<file path="src/rtl/bike_light_ctrl_pkg.sv">
// Shared mode encodings, width helpers and mode-step functions for the bike light controller.
// Latency: none (constants and pure functions only).
// Backpressure: not applicable.
package bike_light_ctrl_pkg;

    localparam int MODE_W = 2;

    localparam logic [MODE_W-1:0] MODE_OFF   = 2'd0;
    localparam logic [MODE_W-1:0] MODE_ON    = 2'd1;
    localparam logic [MODE_W-1:0] MODE_BLINK = 2'd2;
    localparam logic [MODE_W-1:0] MODE_ALT   = 2'd3;

    // Channel-select width; a single channel still gets a 1-bit select.
    function automatic int sel_width(input int n_ch);
        return (n_ch > 1) ? $clog2(n_ch) : 1;
    endfunction

    // Width of a speed exponent that must hold 0..max_spd.
    function automatic int spd_width(input int max_spd);
        return (max_spd > 0) ? $clog2(max_spd + 1) : 1;
    endfunction

    // Modes advance OFF -> ON -> BLINK -> ALT and wrap back to OFF.
    function automatic logic [MODE_W-1:0] mode_step(input logic [MODE_W-1:0] m);
        return m + 1'b1;
    endfunction

    function automatic logic is_blinking(input logic [MODE_W-1:0] m);
        return (m == MODE_BLINK) || (m == MODE_ALT);
    endfunction

endpackage

</file>
<file path="src/rtl/bike_light_ctrl_if.sv">
// Button, select and light/status bundle between the rider controls and the light controller.
// Latency: none (wires only).
// Backpressure: none; buttons are levels and outputs are continuously valid.
interface bike_light_ctrl_if #(
    parameter int N_CH    = 2,
    parameter int MAX_SPD = 4
);
    import bike_light_ctrl_pkg::*;

    localparam int SEL_W = sel_width(N_CH);
    localparam int SPD_W = spd_width(MAX_SPD);

    logic              next;
    logic              faster;
    logic              slower;
    logic [SEL_W-1:0]  sel;
    logic [N_CH-1:0]   light;
    logic [MODE_W-1:0] mode_o;
    logic [SPD_W-1:0]  spd_o;

    modport master (
        output next, faster, slower, sel,
        input  light, mode_o, spd_o
    );

    modport slave (
        input  next, faster, slower, sel,
        output light, mode_o, spd_o
    );

endinterface

</file>
<file path="src/rtl/bike_blink_channel.sv">
// One light channel: mode, speed exponent, beat counter and blink phase, plus the registered light bit.
// Latency: mode/spd update on the strobe clock; light follows one clock later.
// Backpressure: none; a strobe is always accepted (adv > spd change > force_off > beat).
module bike_blink_channel
    import bike_light_ctrl_pkg::*;
#(
    parameter int MAX_SPD = 4,
    parameter int RST_SPD = 2,
    parameter int SPD_W   = spd_width(MAX_SPD)
) (
    input  logic              clk,
    input  logic              reset_n,
    input  logic              beat,
    input  logic              adv,
    input  logic              inc,
    input  logic              dec,
    input  logic              force_off,
    input  logic              chan_idx0,
    output logic              light,
    output logic [MODE_W-1:0] mode,
    output logic [SPD_W-1:0]  spd
);

    logic [MAX_SPD-1:0] bc;
    logic [MAX_SPD-1:0] thr;
    logic               phase;
    logic               spd_up;
    logic               spd_dn;

    // Saturated requests are not speed changes, so they leave the beat counter alone.
    assign spd_up = inc && (spd != SPD_W'(MAX_SPD));
    assign spd_dn = dec && (spd != '0);

    // Terminal beat count for the current speed: 2^spd - 1 as a run of low ones.
    always_comb begin
        thr = '0;
        for (int k = 0; k < MAX_SPD; k++) begin
            thr[k] = (SPD_W'(k) < spd);
        end
    end

    // Channel state; a mode or speed update on a beat clock swallows that beat.
    always_ff @(posedge clk or negedge reset_n) begin
        if (!reset_n) begin
            mode  <= MODE_OFF;
            spd   <= SPD_W'(RST_SPD);
            bc    <= '0;
            phase <= 1'b0;
            light <= 1'b0;
        end else begin
            if (adv) begin
                mode  <= mode_step(mode);
                bc    <= '0;
                // Entering a blinking mode starts with the light on.
                phase <= is_blinking(mode_step(mode));
            end else if (spd_up || spd_dn) begin
                spd <= spd_up ? spd + 1'b1 : spd - 1'b1;
                bc  <= '0;
            end else if (force_off) begin
                mode  <= MODE_OFF;
                bc    <= '0;
                phase <= 1'b0;
            end else if (!is_blinking(mode)) begin
                bc    <= '0;
                phase <= 1'b0;
            end else if (beat) begin
                if (bc == thr) begin
                    bc    <= '0;
                    phase <= ~phase;
                end else begin
                    bc <= bc + 1'b1;
                end
            end

            case (mode)
                MODE_ON:    light <= 1'b1;
                MODE_BLINK: light <= phase;
                MODE_ALT:   light <= phase ^ chan_idx0;
                default:    light <= 1'b0;
            endcase
        end
    end

endmodule

</file>
<file path="src/rtl/bike_light_ctrl.sv">
// Multi-channel bike light controller: button edge detect, beat divider, idle auto-off, channel select.
// Latency: selected channel's mode/spd change on the clock that first samples a press; light one clock later.
// Backpressure: none; every edge on a valid select is acted on, edges on an invalid select are dropped.
module bike_light_ctrl
    import bike_light_ctrl_pkg::*;
#(
    parameter int N_CH       = 2,
    parameter int TICK_DIV   = 32,
    parameter int MAX_SPD    = 4,
    parameter int RST_SPD    = 2,
    parameter int IDLE_BEATS = 0
) (
    input  logic           clk,
    input  logic           reset_n,
    bike_light_ctrl_if.slave bus
);

    localparam int SEL_W = sel_width(N_CH);
    localparam int SPD_W = spd_width(MAX_SPD);
    localparam int DIV_W = (TICK_DIV > 1) ? $clog2(TICK_DIV) : 1;

    logic              next_q;
    logic              faster_q;
    logic              slower_q;
    logic              next_edge;
    logic              faster_edge;
    logic              slower_edge;
    logic              any_edge;
    logic [DIV_W-1:0]  div_cnt;
    logic              beat;
    logic              force_off;
    logic [N_CH-1:0]   light_q;
    logic [MODE_W-1:0] ch_mode [N_CH];
    logic [SPD_W-1:0]  ch_spd  [N_CH];
    logic [MODE_W-1:0] mode_mux;
    logic [SPD_W-1:0]  spd_mux;

    assign next_edge   = bus.next   & ~next_q;
    assign faster_edge = bus.faster & ~faster_q;
    assign slower_edge = bus.slower & ~slower_q;
    assign any_edge    = next_edge | faster_edge | slower_edge;
    assign beat        = (div_cnt == DIV_W'(TICK_DIV - 1));

    // Previous button levels for rising-edge detection.
    always_ff @(posedge clk or negedge reset_n) begin
        if (!reset_n) begin
            next_q   <= 1'b0;
            faster_q <= 1'b0;
            slower_q <= 1'b0;
        end else begin
            next_q   <= bus.next;
            faster_q <= bus.faster;
            slower_q <= bus.slower;
        end
    end

    // Free-running beat divider shared by all channels.
    always_ff @(posedge clk or negedge reset_n) begin
        if (!reset_n) begin
            div_cnt <= '0;
        end else if (beat) begin
            div_cnt <= '0;
        end else begin
            div_cnt <= div_cnt + 1'b1;
        end
    end

    generate
        if (IDLE_BEATS > 0) begin : g_idle
            localparam int IDLE_W = $clog2(IDLE_BEATS + 1);
            logic [IDLE_W-1:0] idle_cnt;

            // Beats since the last button edge, holding once the limit is reached.
            always_ff @(posedge clk or negedge reset_n) begin
                if (!reset_n) begin
                    idle_cnt <= '0;
                end else if (any_edge) begin
                    idle_cnt <= '0;
                end else if (beat && (idle_cnt != IDLE_W'(IDLE_BEATS))) begin
                    idle_cnt <= idle_cnt + 1'b1;
                end
            end

            // Switch off on the beat that reaches the limit and keep forcing while held there.
            assign force_off = !any_edge &&
                               ((idle_cnt == IDLE_W'(IDLE_BEATS)) ||
                                (beat && (idle_cnt == IDLE_W'(IDLE_BEATS - 1))));
        end else begin : g_no_idle
            assign force_off = 1'b0;
        end
    endgenerate

    generate
        for (genvar g = 0; g < N_CH; g++) begin : g_ch
            logic hit;
            assign hit = (bus.sel == SEL_W'(g));

            // next outranks speed; faster and slower together cancel.
            bike_blink_channel #(
                .MAX_SPD (MAX_SPD),
                .RST_SPD (RST_SPD),
                .SPD_W   (SPD_W)
            ) u_ch (
                .clk       (clk),
                .reset_n   (reset_n),
                .beat      (beat),
                .adv       (hit & next_edge),
                .inc       (hit & slower_edge & ~faster_edge & ~next_edge),
                .dec       (hit & faster_edge & ~slower_edge & ~next_edge),
                .force_off (force_off),
                .chan_idx0 ((g % 2) == 1),
                .light     (light_q[g]),
                .mode      (ch_mode[g]),
                .spd       (ch_spd[g])
            );
        end
    endgenerate

    // Status of the selected channel; zeros when the select points past the last channel.
    always_comb begin
        mode_mux = MODE_OFF;
        spd_mux  = '0;
        for (int i = 0; i < N_CH; i++) begin
            if (bus.sel == SEL_W'(i)) begin
                mode_mux = ch_mode[i];
                spd_mux  = ch_spd[i];
            end
        end
    end

    assign bus.light  = light_q;
    assign bus.mode_o = mode_mux;
    assign bus.spd_o  = spd_mux;

endmodule

</file>
<file path="src/flat_wrapper.sv">
// flat-port wrapper written by rule: the top's interface ports become plain ports
module bike_light_ctrl_flat import bike_light_ctrl_pkg::*;
#(
    parameter int N_CH       = 2,
    parameter int TICK_DIV   = 32,
    parameter int MAX_SPD    = 4,
    parameter int RST_SPD    = 2,
    parameter int IDLE_BEATS = 0
)
  (clk, reset_n, bus_next, bus_faster, bus_slower, bus_sel, bus_light, bus_mode_o, bus_spd_o);
  bike_light_ctrl_if #(.N_CH(N_CH), .MAX_SPD(MAX_SPD)) bus_i ();
  input  logic clk;
  input  logic reset_n;
  input wire logic [$bits(bus_i.next)-1:0] bus_next;
  input wire logic [$bits(bus_i.faster)-1:0] bus_faster;
  input wire logic [$bits(bus_i.slower)-1:0] bus_slower;
  input wire logic [$bits(bus_i.sel)-1:0] bus_sel;
  output wire logic [$bits(bus_i.light)-1:0] bus_light;
  output wire logic [$bits(bus_i.mode_o)-1:0] bus_mode_o;
  output wire logic [$bits(bus_i.spd_o)-1:0] bus_spd_o;
  assign bus_i.next = bus_next;
  assign bus_i.faster = bus_faster;
  assign bus_i.slower = bus_slower;
  assign bus_i.sel = bus_sel;
  assign bus_light = bus_i.light;
  assign bus_mode_o = bus_i.mode_o;
  assign bus_spd_o = bus_i.spd_o;
  bike_light_ctrl #(.N_CH(N_CH), .TICK_DIV(TICK_DIV), .MAX_SPD(MAX_SPD), .RST_SPD(RST_SPD), .IDLE_BEATS(IDLE_BEATS)) u_core (.clk(clk), .reset_n(reset_n), .bus(bus_i));
endmodule
</file>
<file path="config.mk">
export PLATFORM = sky130hd
export DESIGN_NAME = bike_light_ctrl_flat
export DESIGN_NICKNAME = d
export VERILOG_FILES = /design/src/rtl/bike_light_ctrl_pkg.sv /design/src/rtl/bike_light_ctrl_if.sv /design/src/rtl/bike_blink_channel.sv /design/src/rtl/bike_light_ctrl.sv /design/src/flat_wrapper.sv
export SDC_FILE = /design/constraint.sdc
export NUM_CORES = 1
export LEC_CHECK = 0
export ABC_AREA = 1
export CORE_MARGIN = 1.5
export CORE_UTILIZATION = 61
export CTS_BUF_LIST = sky130_fd_sc_hd__clkbuf_2 sky130_fd_sc_hd__clkbuf_4 sky130_fd_sc_hd__clkbuf_8
export CTS_CLUSTER_DIAMETER = 120
export DETAILED_ROUTE_END_ITERATION = 16
export MAX_ROUTING_LAYER = met4
export PLACE_DENSITY = 0.94
export SLEW_MARGIN = 25
export SYNTH_ARGS = -nofsm -noshare
export SYNTH_HDL_FRONTEND = slang
export SYNTH_SLANG_ARGS = --single-unit
</file>
<file path="constraint.sdc">
create_clock -name clk -period 1.9 [get_ports clk]
set_input_delay 0.19 -clock clk [delete_from_list [all_inputs] [get_ports clk]]
set_output_delay 0.19 -clock clk [all_outputs]
set_load 0.02 [all_outputs]
</file>
[Word level (Yosys, flattened, before mapping)]
Index checks and enable logic that the tools add are counted.
W data, S select, Z words.
Storage, ports and cells
  input bits: 6
  output and inout port bits: 7
  register bits: 30
Cells by class
  bitwise operators: 28
  mux-type cells: 27
  add/subtract/negate cells: 9
  magnitude comparators: 8
  equal/unequal tests: 23
  reduce and logical (&&, ||, !) cells: 17
Operators by type and width (count)
  $mux W4: 10
  $and A1 B1 Y1: 17
  $eq A2 B2 Y1 const B: 8
  $lt A1 B3 Y1 const A: 4
  $lt A2 B3 Y1 const A: 4
  $ne A3 B2 Y1 const B: 4
  $not A1 Y1: 11
  $mux W1: 10
  $mux W3: 3
  $add A4 B1 Y4 const B: 2
  $eq A4 B4 Y1: 2
  $ne A4 B3 Y1 const B: 2
  $add A3 B1 Y3 const B: 2
  $logic_or A1 B1 Y1: 6
  $ne A3 B3 Y1 const B: 2
  $reduce_and A3 Y1: 2
  $reduce_bool A3 Y1: 2
  $sub A3 B1 Y3 const B: 2
  $add A5 B1 Y5 const B: 1
  $eq A5 B5 Y1 const B: 1
  $mux W5: 1
  $add A2 B1 Y2 const B: 2
  $eq A2 B1 Y1 const B: 2
  $logic_and A1 B1 Y1: 4
  6 further kinds: 8

[Longest topological paths before layout]
  word-level depth: 9
  depth in mapped cells: 12
  mapped depth without buffers: 12

[Hierarchy]
Synthesis repeated with hierarchy kept, for this count alone.
Unflattened totals
  cells, all modules: 268
  area, all modules: 2058.2 um^2
By module, submodules not included
  bike_blink_channel: cells an instance 105, sequential area each 276.5 um^2, times used 2, area each 805.8 um^2
  bike_light_ctrl: cells an instance 58, sequential area each 200.2 um^2, times used 1, area each 446.7 um^2

[Worst setup path before layout]
Ideal clock, no wire load.
  path type: reg-to-reg
  start: register u_core.g_ch[1].u_ch.spd[1]
  end: register u_core.g_ch[1].u_ch.spd[2]
  data arrival time: 1509 ps
  stages on the path, launching flop included: 8
  buffers on the path: 0
  library setup time: 127 ps
  data required time: 1773 ps
  path slack: 264 ps
  period minus slack after synthesis: 1636 ps
  cells stage by stage: dfstp_2 inv_1 ha_1 a21oi_2 nand3_2 nand2_2 o211ai_2 xor2_1
Between the ends
  longest elaborated chain between the ends: 4
  elaborated cells between the ends (all ways): 9
  those cells by class: add/sub: 2; eq/ne: 1; mux: 1; reduce/logical: 5
RTL lines
  from (decl): line bike_blink_channel.sv:21  | output logic [SPD_W-1:0] spd
  from (signal assigned): line bike_blink_channel.sv:46  | spd <= SPD_W'(RST_SPD);
  from (signal assigned): line bike_blink_channel.sv:57  | spd <= spd_up ? spd + 1'b1 : spd - 1'b1;
  branches (longest 4 deep; another with $sub A3 B1 Y3)
Several ways; the timed one is not identified.
A chain may end at the register's enable or synchronous reset.

[Final worst setup path]
  start: register u_core.g_ch[0].u_ch.spd[2]
  end: output port bus_spd_o[2]
Between the ends
  longest elaborated chain between the ends: 1
RTL lines
  from (decl): line bike_blink_channel.sv:21
  from (signal assigned): line bike_blink_channel.sv:46
  from (signal assigned): line bike_blink_channel.sv:57
  $mux W3: line bike_light_ctrl.sv:124  | if (bus.sel == SEL_W'(i)) begin
  to (decl): line flat_wrapper.sv:20  | output wire logic [$bits(bus_i.spd_o)-1:0] bus_spd_o;
Every way passes these cells.

==> run_results.csv <==
group,metric,value,unit
run_status,status,"completed",
clock_tree,cts_tree,"built",
global_route,gr-total-overflow,0,
die,num_rows,20,
logic_synthesis,synth.distinct_cells,28,
power,clock_power_share,0.140,
sta,max_slew_margin,0.749,
worst_setup_path,cp-startpoint,"u_core.g_ch[0].u_ch.spd[2]",
detailed_routing,vias_per_cell,5.13,
logic_synthesis,synthFlopType,"dfrtp_1",
worst_setup_path,cp-end-kind,"output port",
sta,hold_viol_final,0,
worst_setup_path,critPathTopFamily,"buffers and inverters",
worst_setup_path,slowest_stage,"clkdlybuf4s50_1",
die,fp.dieW,59.3,um
logic_synthesis,synth_area_leaders,"dfrtp_1 (36%), nand2_1 (14%), ha_1 (9.7%), inv_1 (5.6%), xor2_1 (5.4%)",
die,die_y,59.3,um
cells_and_area,n_antenna_cell,0,
clock_tree,clockRootBuffer,"clkbuf_4",
job,maxCapViolCount,0,
sta,slew_violations,0,
logic_synthesis,syn-mean-instance-area,7.74,um2
cells_and_area,fin_cells,313,
clock_tree,clk_path_buf_depth,2,
detailed_routing,routed_wl,3.64,mm
global_route,antenna_found_initial,0,
clock_tree,cts.reportedPaths.clkPinSlew,0.10,ns
clock_tree,cts-buffers-inserted,5,
place,port_buffers,12,
detailed_routing,drc,0,
cells_and_area,drive_gt1_frac,0.134,
cells_and_area,seq_area,754,um2
logic_synthesis,async_reset_ff_frac,1.00,
logic_synthesis,synth_cells,250,
worst_setup_path,start_kind,"register",
sta,finalCritPeriodShare,0.969,
cells_and_area,post-route-util,0.718,
worst_setup_path,arrival,1.65,ns
place,routabilityCongestion,0.855,
logic_synthesis,ys_warn_count,0,
sta,rsz0062_at_grt,"yes",
worst_setup_path,path_buf_inv,2,
worst_setup_path,cp_cell_sequence,"inv_2, o21ai_0, clkdlybuf4s50_1",
worst_setup_path,path_class,"reg -> out",
power,seqPwrFrac,0.369,
worst_setup_path,path_max_fanout,6,
sta,setup_viol,0,
worst_setup_path,cp.depth,3,
power,ir_drop,794,uV
logic_synthesis,ys_ff_latch,30,
worst_setup_path,crit_end,"bus_spd_o[2]",
die,coreArea,3030,um2
global_route,grt_pass1_vias,1508,
sta,tightest_slew,0.377,ns
cells_and_area,area_delta_synth_final,12.3,%
place,dp_hpwl,2.65,mm
global_route,grt_max_degree,31,
die,initial_utilization,0.639,
sta,setup_ws,0.0597,ns
worst_setup_path,reg2reg_setup_slack,0.14,ns
detailed_routing,ant_nets,0,
power,power_switching_share,0.444,
min_path,hold_class,"in -> async",
worst_setup_path,r2r_end,"u_core.g_ch[1].u_ch.spd[2]",
detailed_routing,post_drt_wl_per_cell,11.6,um
die,io_pins,13,
logic_synthesis,synth.most_common_cell,"nand2_1",
power,p_leak,0.00112,uW
power,p_comb_frac,0.491,
sta,clock_skew,0.0178,ns
clock_tree,hold_buffers,0,
worst_setup_path,r2r_cells,7,
place,place_inst,304,
global_route,grt_pass1_wl,6.04,mm
global_route,grt_usage,0.235,
logic_synthesis,ys_seq_area_frac,0.389,
logic_synthesis,synth_edf_count,0,
worst_setup_path,crit_required,1.71,ns
power,intPower,1510,uW
sta,period_minus_slack,1.84,ns
detailed_routing,dr.pass1.iters,4,
power,power.density,1250,nW/um2
clock_tree,clkSinkCount,30,
worst_setup_path,cpPeakStageDelay,0.62,ns
cells_and_area,nFillCells,236,
clock_tree,clock_latency,0.34,ns
sta,fmax,543,MHz
power,power_switching,1210,uW
worst_setup_path,r2r_start,"u_core.g_ch[1].u_ch.spd[1]",
place,post-place-ws,0.109,ns
logic_synthesis,ys_top_cells_by_count,"nand2_1 (70), inv_1 (29), dfrtp_1 (28), nand3_1 (19), nor2_1 (17)",
die,die_area,3520,um2
detailed_routing,drt-initial-drc-count,61,
cells_and_area,multi_input_area,1040,um2
logic_synthesis,netlist_area,1940,um2
logic_synthesis,synth_top_area_frac,0.362,
detailed_routing,vias,1605,
power,total_power,2720,uW
cells_and_area,nNetsFinal,289,
logic_synthesis,synth_largest_area_cell,"dfrtp_1",
clock_tree,cts-htree-levels,2,
logic_synthesis,syn_nets,271,
## cells by family after synthesis
group                    count (synthesis)  share of synthesized area
AO/OA/AOI/OAI                           27                     0.0769
XOR/XNOR                                13                     0.0588
adder cells (fa/ha/maj)                 15                     0.0970
buffers and inverters                   39                     0.0808
flip-flops                              30                      0.389
AND/OR/NAND/NOR                        126                      0.297
## power groups by stage
stage	combinational (uW)	clock, uW	sequential, uW
2_1_floorplan	1050	0	948
3_5_place_dp	1330	0	1010
6_report	1340	380	1000
3_3_place_gp	1280	0	1010
4_1_cts	1330	391	1000
5_1_grt	1520	412	1030
## worst min-delay path by stage
stage                                 start                    endpoint  slack [ns]  cells past startpoint
after floorplan                     reset_n           u_core.div_cnt[0]       -0.11                      0
after global placement    u_core.div_cnt[0]           u_core.div_cnt[0]        0.44                      1
after detailed placement  u_core.div_cnt[0]           u_core.div_cnt[0]        0.45                      1
after CTS                           reset_n   u_core.g_ch[0].u_ch.bc[2]        0.23                      2
after global routing                reset_n   u_core.g_ch[0].u_ch.bc[1]        0.25                      2
final                               reset_n  u_core.g_ch[0].u_ch.spd[0]        0.22                      2
## worst register-to-register path: cells and delay by family, from the launching register on
| kind | cells | cell delay [ns] |
|---|---|---|
| DFF | 1 | 0.59 |
| AOI/OAI and AO/OA | 2 | 0.33 |
| and+or+nand+nor | 2 | 0.29 |
| adders and majority gates | 1 | 0.22 |
| xor gates and xnor gates | 1 | 0.14 |
| buffers and inverters | 1 | 0.09 |
## flip-flops by register name, summed over array words and instances (netlist names)
signal	count
u_core.slower_q	1
u_core.g_ch.u_ch.phase	2
u_core.next_q	1
u_core.faster_q	1
u_core.g_ch.u_ch.spd	6
u_core.g_ch.u_ch.mode	4
u_core.g_ch.u_ch.light	2
u_core.div_cnt	5
u_core.g_ch.u_ch.bc	8
## repair_timing
action,4_1_cts,5_1_grt
cloned,0,0
pin swaps,0,1
buffers inserted,0,1
gates resized for setup,3,2
endpoints found under the setup margin,3,6
## layer usage
| metal | global-route usage | wire, um |
|---|---|---|
| met5 | - | 0 |
| met4 | 0.117 | 61 |
| met3 | 0.0480 | 137 |
| met2 | 0.364 | 1720 |
| met1 | 0.292 | 1720 |
## stage by stage
| step | setup TNS (ns) | hold slack [ns] | cell area [um2] |
|---|---|---|---|
| 2_1_floorplan | 0 | -0.106 | 1940 |
| 3_3_place_gp | 0 | 0.444 | 2100 |
| 3_5_place_dp | 0 | 0.447 | 2100 |
| 4_1_cts | 0 | 0.233 | 2150 |
| 5_1_grt | -0.130 | 0.255 | 2170 |
| 6_report | 0 | 0.218 | 2170 |
## layout by cell type, fill, tap and decap left out, types with 6 or more instances in the layout
cell type,n
a21oi_1,8
clkbuf_4,6
clkdlybuf4s50_1,10
dfrtp_1,27
ha_1,15
inv_1,29
inv_2,6
nand2_1,70
nand3_1,19
nor2_1,17
o21ai_0,14
xor2_1,12
## area by class of cell
type | instances | area share
Clock buffer | 6 | 0.0207
Tap cell | 44 | 0.0253
Multi-Input combinational cell | 181 | 0.478
Sequential cell | 30 | 0.347
Timing Repair Buffer | 15 | 0.0644
Clock inverter | 2 | 0.00460
Inverter | 35 | 0.0604
Note: power is estimated with default switching activity, not from simulation.
